[src/rtl/mem_port_arbiter_pkg.sv]
// Shared types and helpers for the byte-wide RAM port arbiter:
// FSM states, transfer-length codes and byte-lane utilities.
package mem_port_arbiter_pkg;

  typedef enum logic [1:0] {
    ST_IDLE   = 2'd0,
    ST_IF_RD  = 2'd1,
    ST_MEM_RD = 2'd2,
    ST_MEM_WR = 2'd3
  } arb_state_e;

  localparam logic [1:0] LEN_BYTE = 2'd0;
  localparam logic [1:0] LEN_HALF = 2'd1;
  localparam logic [1:0] LEN_WORD = 2'd2;

  // Length code 3 is an alias for a full word.
  function automatic logic [2:0] len_to_nbytes(input logic [1:0] len);
    logic [2:0] n;
    case (len)
      LEN_BYTE: n = 3'd1;
      LEN_HALF: n = 3'd2;
      LEN_WORD: n = 3'd4;
      default:  n = 3'd4;
    endcase
    return n;
  endfunction

  function automatic logic [7:0] byte_sel(input logic [31:0] word, input logic [1:0] idx);
    logic [7:0] b;
    case (idx)
      2'd0:    b = word[7:0];
      2'd1:    b = word[15:8];
      2'd2:    b = word[23:16];
      default: b = word[31:24];
    endcase
    return b;
  endfunction

endpackage

[src/rtl/mem_port_arbiter_if.sv]
// Requester (IF and MEM) handshakes plus the byte-wide RAM bus.
// master = pipeline/RAM side, slave = arbiter.
interface mem_port_arbiter_if #(
  parameter int ADDR_W = 32
);
  logic              if_req;
  logic [ADDR_W-1:0] if_addr;
  logic              if_cancel;
  logic              if_done;
  logic [31:0]       if_data;
  logic              if_stall;

  logic              mem_req;
  logic              mem_we;
  logic [1:0]        mem_len;
  logic [ADDR_W-1:0] mem_addr;
  logic [31:0]       mem_wdata;
  logic              mem_done;
  logic [31:0]       mem_rdata;
  logic              mem_stall;

  logic [7:0]        ram_din;
  logic [7:0]        ram_dout;
  logic [ADDR_W-1:0] ram_a;
  logic              ram_wr;

  modport master (
    output if_req, if_addr, if_cancel,
    input  if_done, if_data, if_stall,
    output mem_req, mem_we, mem_len, mem_addr, mem_wdata,
    input  mem_done, mem_rdata, mem_stall,
    output ram_din,
    input  ram_dout, ram_a, ram_wr
  );

  modport slave (
    input  if_req, if_addr, if_cancel,
    output if_done, if_data, if_stall,
    input  mem_req, mem_we, mem_len, mem_addr, mem_wdata,
    output mem_done, mem_rdata, mem_stall,
    input  ram_din,
    output ram_dout, ram_a, ram_wr
  );
endinterface

[src/rtl/mem_port_arbiter.sv]
// Shares one byte-wide synchronous RAM port between instruction fetch and load/store,
// serialising 1/2/4-byte little-endian transfers; MEM wins, nothing is pre-empted.
module mem_port_arbiter
  import mem_port_arbiter_pkg::*;
#(
  parameter int ADDR_W = 32
) (
  input logic               clk,
  input logic               rst,
  input logic               rdy,
  mem_port_arbiter_if.slave bus
);

  arb_state_e        state_r;
  logic [ADDR_W-1:0] addr_r;
  logic [2:0]        nbytes_r;
  logic [31:0]       wdata_r;
  logic [2:0]        step_r;
  logic [31:0]       rd_buf_r;
  logic [ADDR_W-1:0] ram_a_r;
  logic [7:0]        ram_dout_r;
  logic              ram_wr_r;
  logic              if_done_r;
  logic              mem_done_r;
  logic [31:0]       if_data_r;
  logic [31:0]       mem_rdata_r;

  logic [1:0]        cap_idx_s;
  logic              issue_s;
  logic              last_cap_s;
  logic [31:0]       asm_s;

  // step_r counts edges since grant: byte step_r is issued, byte step_r-2 arrives on ram_din.
  assign cap_idx_s  = 2'(step_r - 3'd2);
  assign issue_s    = (step_r < nbytes_r);
  assign last_cap_s = (step_r == (nbytes_r + 3'd1));

  // Merge the byte currently on ram_din into the read assembly buffer.
  always_comb begin
    asm_s = rd_buf_r;
    case (cap_idx_s)
      2'd0:    asm_s[7:0]   = bus.ram_din;
      2'd1:    asm_s[15:8]  = bus.ram_din;
      2'd2:    asm_s[23:16] = bus.ram_din;
      default: asm_s[31:24] = bus.ram_din;
    endcase
  end

  // Arbitration FSM with byte issue/capture sequencing and registered outputs.
  always_ff @(posedge clk or negedge rst) begin
    if (!rst) begin
      state_r     <= ST_IDLE;
      addr_r      <= '0;
      nbytes_r    <= 3'd0;
      wdata_r     <= 32'd0;
      step_r      <= 3'd0;
      rd_buf_r    <= 32'd0;
      ram_a_r     <= '0;
      ram_dout_r  <= 8'd0;
      ram_wr_r    <= 1'b0;
      if_done_r   <= 1'b0;
      mem_done_r  <= 1'b0;
      if_data_r   <= 32'd0;
      mem_rdata_r <= 32'd0;
    end else if (rdy) begin
      if_done_r  <= 1'b0;
      mem_done_r <= 1'b0;
      ram_wr_r   <= 1'b0;
      case (state_r)
        ST_IDLE: begin
          // A done pulse in flight forces a one-cycle bubble before the next grant.
          if (!if_done_r && !mem_done_r) begin
            if (bus.mem_req) begin
              addr_r   <= bus.mem_addr;
              nbytes_r <= len_to_nbytes(bus.mem_len);
              wdata_r  <= bus.mem_wdata;
              rd_buf_r <= 32'd0;
              ram_a_r  <= bus.mem_addr;
              step_r   <= 3'd1;
              if (bus.mem_we) begin
                state_r    <= ST_MEM_WR;
                ram_wr_r   <= 1'b1;
                ram_dout_r <= bus.mem_wdata[7:0];
              end else begin
                state_r <= ST_MEM_RD;
              end
            end else if (bus.if_req && !bus.if_cancel) begin
              state_r  <= ST_IF_RD;
              addr_r   <= bus.if_addr;
              nbytes_r <= 3'd4;
              rd_buf_r <= 32'd0;
              ram_a_r  <= bus.if_addr;
              step_r   <= 3'd1;
            end
          end
        end
        ST_IF_RD, ST_MEM_RD: begin
          if ((state_r == ST_IF_RD) && bus.if_cancel) begin
            state_r <= ST_IDLE;
          end else begin
            if (issue_s) begin
              ram_a_r <= addr_r + ADDR_W'(step_r);
            end
            if (step_r >= 3'd2) begin
              rd_buf_r <= asm_s;
            end
            if (last_cap_s) begin
              state_r <= ST_IDLE;
              if (state_r == ST_IF_RD) begin
                if_done_r <= 1'b1;
                if_data_r <= asm_s;
              end else begin
                mem_done_r  <= 1'b1;
                mem_rdata_r <= asm_s;
              end
            end
            step_r <= step_r + 3'd1;
          end
        end
        ST_MEM_WR: begin
          if (issue_s) begin
            ram_a_r    <= addr_r + ADDR_W'(step_r);
            ram_dout_r <= byte_sel(wdata_r, step_r[1:0]);
            ram_wr_r   <= 1'b1;
            step_r     <= step_r + 3'd1;
          end else begin
            mem_done_r <= 1'b1;
            state_r    <= ST_IDLE;
          end
        end
        default: state_r <= ST_IDLE;
      endcase
    end
  end

  assign bus.ram_a     = ram_a_r;
  assign bus.ram_dout  = ram_dout_r;
  assign bus.ram_wr    = ram_wr_r & rdy;
  assign bus.if_done   = if_done_r;
  assign bus.if_data   = if_data_r;
  assign bus.mem_done  = mem_done_r;
  assign bus.mem_rdata = mem_rdata_r;
  assign bus.if_stall  = bus.if_req & ~if_done_r;
  assign bus.mem_stall = bus.mem_req & ~mem_done_r;

endmodule

[src/flat_wrapper.sv]
// flat-port wrapper written by rule: the top's interface ports become plain ports
module mem_port_arbiter_flat import mem_port_arbiter_pkg::*;
#(
  parameter int ADDR_W = 32
)
  (clk, rst, rdy, bus_if_req, bus_if_addr, bus_if_cancel, bus_if_done, bus_if_data, bus_if_stall, bus_mem_req, bus_mem_we, bus_mem_len, bus_mem_addr, bus_mem_wdata, bus_mem_done, bus_mem_rdata, bus_mem_stall, bus_ram_din, bus_ram_dout, bus_ram_a, bus_ram_wr);
  mem_port_arbiter_if #(.ADDR_W(ADDR_W)) bus_i ();
  input logic clk;
  input logic rst;
  input logic rdy;
  input wire logic [$bits(bus_i.if_req)-1:0] bus_if_req;
  input wire logic [$bits(bus_i.if_addr)-1:0] bus_if_addr;
  input wire logic [$bits(bus_i.if_cancel)-1:0] bus_if_cancel;
  output wire logic [$bits(bus_i.if_done)-1:0] bus_if_done;
  output wire logic [$bits(bus_i.if_data)-1:0] bus_if_data;
  output wire logic [$bits(bus_i.if_stall)-1:0] bus_if_stall;
  input wire logic [$bits(bus_i.mem_req)-1:0] bus_mem_req;
  input wire logic [$bits(bus_i.mem_we)-1:0] bus_mem_we;
  input wire logic [$bits(bus_i.mem_len)-1:0] bus_mem_len;
  input wire logic [$bits(bus_i.mem_addr)-1:0] bus_mem_addr;
  input wire logic [$bits(bus_i.mem_wdata)-1:0] bus_mem_wdata;
  output wire logic [$bits(bus_i.mem_done)-1:0] bus_mem_done;
  output wire logic [$bits(bus_i.mem_rdata)-1:0] bus_mem_rdata;
  output wire logic [$bits(bus_i.mem_stall)-1:0] bus_mem_stall;
  input wire logic [$bits(bus_i.ram_din)-1:0] bus_ram_din;
  output wire logic [$bits(bus_i.ram_dout)-1:0] bus_ram_dout;
  output wire logic [$bits(bus_i.ram_a)-1:0] bus_ram_a;
  output wire logic [$bits(bus_i.ram_wr)-1:0] bus_ram_wr;
  assign bus_i.if_req = bus_if_req;
  assign bus_i.if_addr = bus_if_addr;
  assign bus_i.if_cancel = bus_if_cancel;
  assign bus_if_done = bus_i.if_done;
  assign bus_if_data = bus_i.if_data;
  assign bus_if_stall = bus_i.if_stall;
  assign bus_i.mem_req = bus_mem_req;
  assign bus_i.mem_we = bus_mem_we;
  assign bus_i.mem_len = bus_mem_len;
  assign bus_i.mem_addr = bus_mem_addr;
  assign bus_i.mem_wdata = bus_mem_wdata;
  assign bus_mem_done = bus_i.mem_done;
  assign bus_mem_rdata = bus_i.mem_rdata;
  assign bus_mem_stall = bus_i.mem_stall;
  assign bus_i.ram_din = bus_ram_din;
  assign bus_ram_dout = bus_i.ram_dout;
  assign bus_ram_a = bus_i.ram_a;
  assign bus_ram_wr = bus_i.ram_wr;
  mem_port_arbiter #(.ADDR_W(ADDR_W)) u_core (.clk(clk), .rst(rst), .rdy(rdy), .bus(bus_i));
endmodule
[config.mk]
export PLATFORM = sky130hd
export DESIGN_NAME = mem_port_arbiter_flat
export DESIGN_NICKNAME = d
export VERILOG_FILES = /design/src/rtl/mem_port_arbiter_pkg.sv /design/src/rtl/mem_port_arbiter_if.sv /design/src/rtl/mem_port_arbiter.sv /design/src/flat_wrapper.sv
export SDC_FILE = /design/constraint.sdc
export NUM_CORES = 1
export LEC_CHECK = 0
export CAP_MARGIN = 20
export CORE_MARGIN = 5
export CORE_UTILIZATION = 43
export DETAILED_ROUTE_END_ITERATION = 12
export PLACE_DENSITY = 0.76
export SYNTH_ARGS = -nofsm -noshare
export SYNTH_HDL_FRONTEND = slang
export SYNTH_SLANG_ARGS = --single-unit
[constraint.sdc]
create_clock -name clk -period 6.7 [get_ports clk]
set_input_delay 0.67 -clock clk [delete_from_list [all_inputs] [get_ports clk]]
set_output_delay 0.67 -clock clk [all_outputs]
set_load 0.02 [all_outputs]
==> results.yml, run 1 <==
finish:
  fin_area_sq_um: 13900
  num-nets-final: 1255
  drive_gt1_frac: 0.171
  seq_area_sq_um: 5280
  area_growth_pct: 30.0
  fillCellCount: 2053
  multiInputGateArea_sq_um: 5000
  antenna_cells: 0
cts:
  clk_path_buf_depth: 3
  postCtsSetupRepairBufs: 0
  clock_sinks: 211
  post_cts_resized: 0
  h-tree-depth: 1
  root_buffer: "clkbuf_16"
  clkLatencyLatePin_ps: 520
  clk_pin_slew_ps: 60
  numCtsBuffers: 25
  cts_tree: "yes"
  cts-hold-fix-buffers: 0
synth:
  synth-edff-count: 0
  synth_seq_cells: 211
  synth.net_count: 1066
  synth_area_per_cell_sq_um: 11.4
  synth_top_area_share: 0.495
  synth-main-ff-cell: "dfrtp_1"
  ys_async_sr_fraction: 1.00
  synthTopCellsByArea: "dfrtp_1 50%, mux2_2 8.8%, mux2_4 3.9%"
  syn_inst: 935
  syn_area_sq_um: 10700
  synth-seq-area-share: 0.495
  yosys.area.top_type: "dfrtp_1"
  synth_cell_type_count: 66
  yosys_warnings: 0
place:
  place.gp.congestion: 0.863
  hpwl_um: 19400
  placed_area_sq_um: 13000
  io_buffers: 221
die:
  fp.coreArea_sq_um: 24400
  dieHeight_um: 167
  die_x_um: 167
  ios: 222
  die-area_sq_um: 28000
  start_util: 0.437
  rows: 57
pwr:
  vdd_drop_max_mv: 0.280
  powerDensity_nw_per_um2: 503
  p_leak_nw: 6.03
routing:
  totalWireLength_um: 27900
  first_iter_violations: 524
  first_pass_iters: 5
  avgRoutedWirePerCell_um: 19.0
  ant_nets: 0
  drc_errors: 0
  vias: 8099
  viasPerCell: 5.53
sta:
  hold_viol_final: 0
  max_freq_mhz: 302
  period_minus_slack_ps: 3310
  max_slew_margin: 0.254
  setup_tns_ps: 0
  period_share: 0.494
  rsz0062_at_grt: "no"
  fin_skew_ps: 10.1
  worstMarginPinSlew_ps: 1120
  finalSetupViolCount: 0
  final_max_slew_viol_count: 0
hold_path:
  hp-class: "in -> async"
job:
  max_cap_viol_count: 0
setup_path:
  crit_path_max_fanout: 33
  path_cells: "inv_1, ha_1, inv_1, o2111ai_1, nand2_1, nand2_1, o2bb2ai_1"
  crit_arrival_ps: 3660
  crit_path_end_kind: "flop"
  max_stage_delay_ps: 810
  required_ps: 7050
  slowest_stage: "inv_1"
  crit_type: "reg -> reg"
  cp-start-kind: "flop"
global_routing:
  grt_max_degree: 75
  grt_pass1_vias: 8130
  antenna_found_initial: 0
  track_usage: 0.191
  overflow: 0
  grt_pass1_wl_um: 44500
status:
  outcome: "complete, no violations"
## cells in the mapped netlist, drive strengths merged, types with 2 or more instances
cell / number
dfrtp: 211
mux2: 112
nand2: 100
o21ai: 62
clkbuf: 49
mux2i: 39
a31oi: 38
nor2b: 36
a21o: 30
o2bb2ai: 30
buf: 22
xor2: 21
a21oi: 18
ha: 17
inv: 15
nand3: 13
nand4: 13
o211ai: 12
or3b: 11
a222oi: 8
nor3: 7
and3: 6
o221ai: 6
xnor2: 6
and2: 4
nor2: 4
nor4: 4
or2: 4
a32o: 3
and4: 3
o31ai: 3
a22o: 2
nand3b: 2
nor3b: 2
o21a: 2
o22ai: 2
o31a: 2
or4: 2
## registers in the layout, summed over array words and instances (netlist names)
signal	flops
u_core.addr_r	32
u_core.rd_buf_r	32
u_core.wdata_r	32
u_core.step_r	3
u_core.bus.if_done	1
u_core.bus.mem_rdata	32
u_core.bus.if_data	32
u_core.nbytes_r	3
u_core.bus.ram_a	32
u_core.state_r	2
u_core.bus.ram_dout	8
u_core.ram_wr_r	1
u_core.bus.mem_done	1
## placed cells by master, fill, tap and decap left out, types with 13 or more instances in the layout
cell	n
a21oi_1	18
o2bb2ai_1	30
mux2_2	83
dfrtp_1	211
nand3_1	13
mux2i_1	39
o21ai_0	60
nor2b_1	36
clkbuf_16	25
clkdlybuf4s50_1	219
nand2_1	100
inv_1	15
mux2_4	28
a31oi_1	38
a21o_1	30
xor2_1	21
ha_1	16
## stage by stage
step	instances	utilization	hold WS (ps)	setup WS, ps	power [mW]
floorplan	935	-	374	4370	4.43
global placement	1418	0.534	463	3400	5.53
detailed placement	1418	0.534	466	3330	5.64
CTS	1462	0.567	183	3400	7.01
global route	1465	0.568	214	3130	7.42
finish	1465	0.568	171	3390	6.97
## power breakdown
part           switching, mW  internal, mW  leakage (nW)
combinational           1.74          1.58          3.05
sequential             0.426          1.89          2.58
clock                  0.522         0.817         0.400
total                   2.69          4.28          6.03
## layout make-up
type,instances,area share
flip-flops and latches,211,0.381
well taps,324,0.0292
repair buffers,233,0.167
clock inverters,8,0.00695
clock buffers,36,0.0517
inverters,15,0.00406
multi-input cells,638,0.360
## logic make-up after synthesis
| group | count (synthesis) | share of synthesized area |
|---|---|---|
| AO/OA/AOI/OAI | 229 | 0.149 |
| XOR/XNOR | 28 | 0.0244 |
| multiplexers | 151 | 0.165 |
| AND/OR/NAND/NOR | 212 | 0.108 |
| flip-flops | 211 | 0.495 |
| buffers and inverters | 86 | 0.0370 |
| adder cells (fa/ha/maj) | 18 | 0.0218 |
## final timing paths
path	start	to	slack, ps	depth (start not counted)
min reg2reg	u_core.bus.ram_a[2]	u_core.bus.ram_a[2]	480	2
max reg2reg	u_core.state_r[0]	u_core.rd_buf_r[6]	3390	7
max	u_core.state_r[0]	u_core.rd_buf_r[6]	3390	7
min in group clk	u_core.bus.ram_a[2]	u_core.bus.ram_a[2]	480	2
min	rst	u_core.bus.ram_a[15]	170	1
max in group asynchronous	rst	u_core.rd_buf_r[12]	5190	2
## layer usage
metal  track usage  wire [um]  up-vias
li1              -          -     3775
met1         0.255      11900     3998
met2         0.314      13400      291
met3        0.0535       2220       35
met4        0.0378        404        0
met5             0          0        -
## critical path, delay by kind of cell (launching register included)
family | cells | cell delay (ps)
simple gates | 2 | 770
buf+inv | 2 | 910
compound gates | 2 | 690
fa+ha+maj | 1 | 370
flops | 1 | 400
(Power assumes the default switching activity.)
==> run 2, diff against run 1 <==
- PLACE_DENSITY: 0.76 -> 0.79
- clock period: 6.7 -> 2.98 ns (I/O delays scaled with it)
==> run 2 against run 1 <==
Worst setup slack worse by 3100 ps. Via count increased by 0.81%. Combinational power is 130% higher. Highest routed layer is now met5. Clock power increased by 110%. Clock skew up 5.2 ps. Critical endpoint is now u_core.bus.ram_a[18]. Register-to-register slack got worse by 3100 ps. Critical path type unchanged.
==> results.yml, run 2 (same netlist as run 1, synthesis figures left out) <==
global_routing:
  grt-busiest-layer: "met2"
  grt_pass1_wl_um: 44400
  use_met1: 0.255
  grt_use_met2: 0.313
  antenna_found_initial: 1
  grt_pass1_vias: 8233
  grt_max_degree: 87
  use_met3: 0.0504
  overflow: 0
  track_usage: 0.190
routing:
  avgRoutedWirePerCell_um: 18.6
  viasPerCell: 5.52
  vias: 8165
  first_iter_violations: 546
  first_pass_iters: 7
  totalWireLength_um: 27600
  drc_errors: 0
  ant_nets: 0
cts:
  postCtsSetupRepairBufs: 0
  clk_path_buf_depth: 3
  root_buffer: "clkbuf_16"
  cts-hold-fix-buffers: 1
  post_cts_resized: 0
  numCtsBuffers: 24
  cts_tree: "yes"
  h-tree-depth: 1
  clkLatencyLatePin_ps: 510
  clk_pin_slew_ps: 60
  clock_sinks: 211
sta:
  period_minus_slack_ps: 2700
  final_max_slew_viol_count: 0
  period_share: 0.906
  max_freq_mhz: 370
  rsz0062_at_grt: "no"
  max_slew_margin: 0.423
  setup_tns_ps: 0
  worstMarginPinSlew_ps: 865
  hold_viol_final: 0
  fin_skew_ps: 15.3
  finalSetupViolCount: 0
hold_path:
  hp-class: "in -> reg"
place:
  hpwl_um: 19600
  place.gp.congestion: 0.888
  io_buffers: 221
setup_path:
  crit_arrival_ps: 3110
  crit_path_end_kind: "flop"
  slowest_stage: "or2_1"
  max_stage_delay_ps: 550
  path_delay_family: "compound AO/OA/AOI/OAI gates"
  path_cells: "ha_1, nor2b_1, o31a_1, a211o_2, or2_1, o221ai_1"
  crit_path_max_fanout: 31
  cp_num_buf_inv: 0
  crit_type: "reg -> reg"
  cp-start-kind: "flop"
  required_ps: 3390
die:
  start_util: 0.437
  die_x_um: 167
  dieHeight_um: 167
  fp.coreArea_sq_um: 24400
  rows: 57
  ios: 222
  die-area_sq_um: 28000
pwr:
  p_leak_nw: 6.10
  vdd_drop_max_mv: 0.684
  finalPower_mw: 15.6
  powerDensity_nw_per_um2: 1120
job:
  max_cap_viol_count: 0
finish:
  num-nets-final: 1268
  final_common_cell: "clkdlybuf4s50_1"
  antenna_cells: 0
  area_growth_pct: 31.0
  drive_gt1_frac: 0.179
  layout_common_cells: "219 x clkdlybuf4s50_1, 211 x dfrtp_1, 100 x nand2_1"
status:
  outcome: "complete, no violations"
[run 2: worst paths after layout]
path                       depth (start not counted)                 from  slack, ps                   end
setup / recovery                                   6     u_core.step_r[1]        280  u_core.bus.ram_a[18]
min in group asynchronous                          2                  rst        410     u_core.addr_r[12]
hold / removal                                     3          bus_mem_req         90     u_core.state_r[1]
setup reg to reg                                   6     u_core.step_r[1]        280  u_core.bus.ram_a[18]
max in group asynchronous                          3                  rst       1710     u_core.wdata_r[6]
hold reg to reg                                    2  u_core.bus.ram_a[3]        480   u_core.bus.ram_a[3]
[run 2: worst reg2reg max path, delay by kind of cell, from the launching register on]
family	cells	cell delay [ps]
compound gates	3	1050
fa+ha+maj	1	340
flops	1	500
simple gates	2	710
[run 2: through the flow]
step           std cells  instance area (sq um)  hold WS, ps  utilization  setup slack, ps
4_1_cts             1479                  14000         65.9        0.573              277
5_1_grt             1479                  14000         93.8        0.573             95.2
3_5_place_dp        1434                  13200          414        0.541              239
2_1_floorplan        935                  10700         2.41            -              701
6_report            1479                  14000         88.5        0.573              280
3_3_place_gp        1434                  13200          413        0.541              298
[run 2: per-layer routing]
metal | routed length, um | share of wire | vias to the layer above
met5 | 20 | 0.00073 | -
met4 | 546 | 0.020 | 2
met3 | 2110 | 0.077 | 39
met2 | 13000 | 0.47 | 297
met1 | 11900 | 0.43 | 4027
li1 | - | - | 3800
[run 2: final cells by class]
type	instances	area [sq um]
fillers	2039	10400
clock inverters	8	53.8
clock buffers	36	706
well taps	324	405
inverters	15	56.3
multi-input cells	638	4990
flip-flops and latches	211	5280
repair buffers	247	2470
[run 2: power breakdown]
group	switching [mW]	leakage [nW]	internal, mW
Sequential	0.939	2.58	4.24
Combinational	3.95	3.14	3.65
Clock	1.16	0.376	1.64
==> run 3, diff against run 2 <==
- HOLD_SLACK_MARGIN: unset -> 0.02
- PLACE_DENSITY: 0.79 -> 0.76
- clock period: 2.98 -> 2.63 ns (I/O delays scaled with it)
==> run 3 against run 2 <==
Non-clock buffer count is 5 higher. Highest routed layer unchanged. Largest power group unchanged. First-iteration DRC count is 0.92% higher. Sequential power is 13% higher. Clock-buffer cell count is 4 lower. Core utilization is 0.48 points higher.
==> results.yml, run 3 (same netlist as run 1, synthesis figures left out) <==
status:
  outcome: "complete, no violations"
setup_path:
  crit_type: "reg -> reg"
  reg2reg_to: "u_core.bus.if_data[8]"
  crit_arrival_ps: 2780
  regToRegSetupSlack_ps: 240
  crit_path_end_kind: "flop"
  rr_worst_depth: 5
  crit_start: "u_core.nbytes_r[0]"
  reg2reg_from: "u_core.nbytes_r[0]"
  crit_path_max_fanout: 33
  cp-start-kind: "flop"
  endpoint: "u_core.bus.if_data[8]"
  required_ps: 3020
finish:
  drive_gt1_frac: 0.188
  area_growth_pct: 32.1
  seq_area_sq_um: 5280
  fillCellCount: 2016
  layout_common_cells: "219 x clkdlybuf4s50_1, 211 x dfrtp_1, 100 x nand2_1"
  antenna_cells: 0
  num-nets-final: 1273
  final_common_cell: "clkdlybuf4s50_1"
  multiInputGateArea_sq_um: 5000
  fin_area_sq_um: 14100
cts:
  cts_tree: "yes"
  clock_sinks: 211
  h-tree-depth: 1
  clk_path_buf_depth: 3
  numCtsBuffers: 24
  post_cts_resized: 0
  clkLatencyLatePin_ps: 510
  root_buffer: "clkbuf_16"
  clk_pin_slew_ps: 60
global_routing:
  grt_use_met2: 0.329
  grt_pass1_vias: 8581
  use_met3: 0.0530
  antenna_found_initial: 2
  use_met1: 0.261
  grt-busiest-layer: "met2"
  grt_pass1_wl_um: 45800
  grt_max_degree: 73
  track_usage: 0.196
  overflow: 0
pwr:
  vdd_drop_max_mv: 0.781
  powerDensity_nw_per_um2: 1280
  p_leak_nw: 6.15
place:
  hpwl_um: 19900
  placed_area_sq_um: 13200
  io_buffers: 221
  place.gp.congestion: 0.835
routing:
  first_iter_violations: 551
  drc_errors: 0
  avgRoutedWirePerCell_um: 18.9
  first_pass_iters: 5
  ant_nets: 0
  totalWireLength_um: 28000
  vias: 8162
  viasPerCell: 5.50
die:
  rows: 57
  dieHeight_um: 167
  start_util: 0.437
  ios: 222
  fp.coreArea_sq_um: 24400
  die-area_sq_um: 28000
  die_x_um: 167
hold_path:
  hold_start: "bus_mem_req"
  hp-class: "in -> reg"
sta:
  finalSetupViolCount: 0
  worstMarginPinSlew_ps: 669
  rsz0062_at_grt: "no"
  period_minus_slack_ps: 2390
  fin_skew_ps: 9.17
  max_freq_mhz: 419
  hold_viol_final: 0
  final_max_slew_viol_count: 0
  setup_tns_ps: 0
  max_slew_margin: 0.548
  period_share: 0.908
job:
  max_cap_viol_count: 0
[run 3: changes by cell type in the layout (fill, tap and decap cells not counted), sizes merged]
cell / previous run / this run
clkbuf: 37 / 33
buf: 26 / 31
clkinvlp: 1 / 3
bufinv: 0 / 2
[run 3: worst min path at each step]
stage                                 to  slack (ps)  cells past startpoint
floorplan               u_core.addr_r[0]         -30                      0
global placement    u_core.bus.ram_a[15]         250                      1
detailed placement     u_core.addr_r[11]         250                      1
CTS                    u_core.state_r[1]          40                      3
global route           u_core.state_r[1]          70                      3
finish                 u_core.state_r[1]          50                      3
[run 3: per-layer routing]
metal / wire, um / vias to the layer above
li1: - / 3829
met5: 14 / -
met3: 2260 / 39
met2: 13400 / 263
met1: 12000 / 4027
met4: 380 / 4
[run 3: final cells by class]
cell class                 count  area share
sequential                   211       0.375
inverter                      15     0.00400
clock buffer                  32      0.0506
timing repair buffer         252       0.178
tap                          324      0.0288
clock inverter                12     0.00888
multi-input combinational    638       0.355
[run 3: timing repair]
item,CTS,global route
hold buffers,1,0
setup buffers,0,0
hold endpoints to repair,49,0
[run 3: stage by stage]
step	hold slack [ps]	instances	utilization	setup slack (ps)	power (mW)
floorplan	-32.6	935	-	351	11.3
global placement	251	1439	0.543	281	14.3
detailed placement	254	1439	0.543	241	14.6
CTS	37.7	1484	0.577	243	18.1
global route	66.8	1484	0.577	135	19.2
finish	50.2	1484	0.577	243	18.0
[run 3: report_power, final]
| part | leakage [nW] | switching (mW) | total, mW | internal [mW] |
|---|---|---|---|---|
| registers | 2.58 | 1.05 | 5.86 | 4.81 |
| logic | 3.16 | 4.50 | 8.66 | 4.15 |
| clock network | 0.409 | 1.37 | 3.47 | 2.10 |
| total | 6.15 | 6.92 | 18.0 | 11.1 |
[run 3: worst max-delay path: stages, from the launching register on]
cell,delay (ps)
dfrtp_1,400
ha_1,210
xor3_1,370
or4_2,710
buf_12,240
mux2_4,320
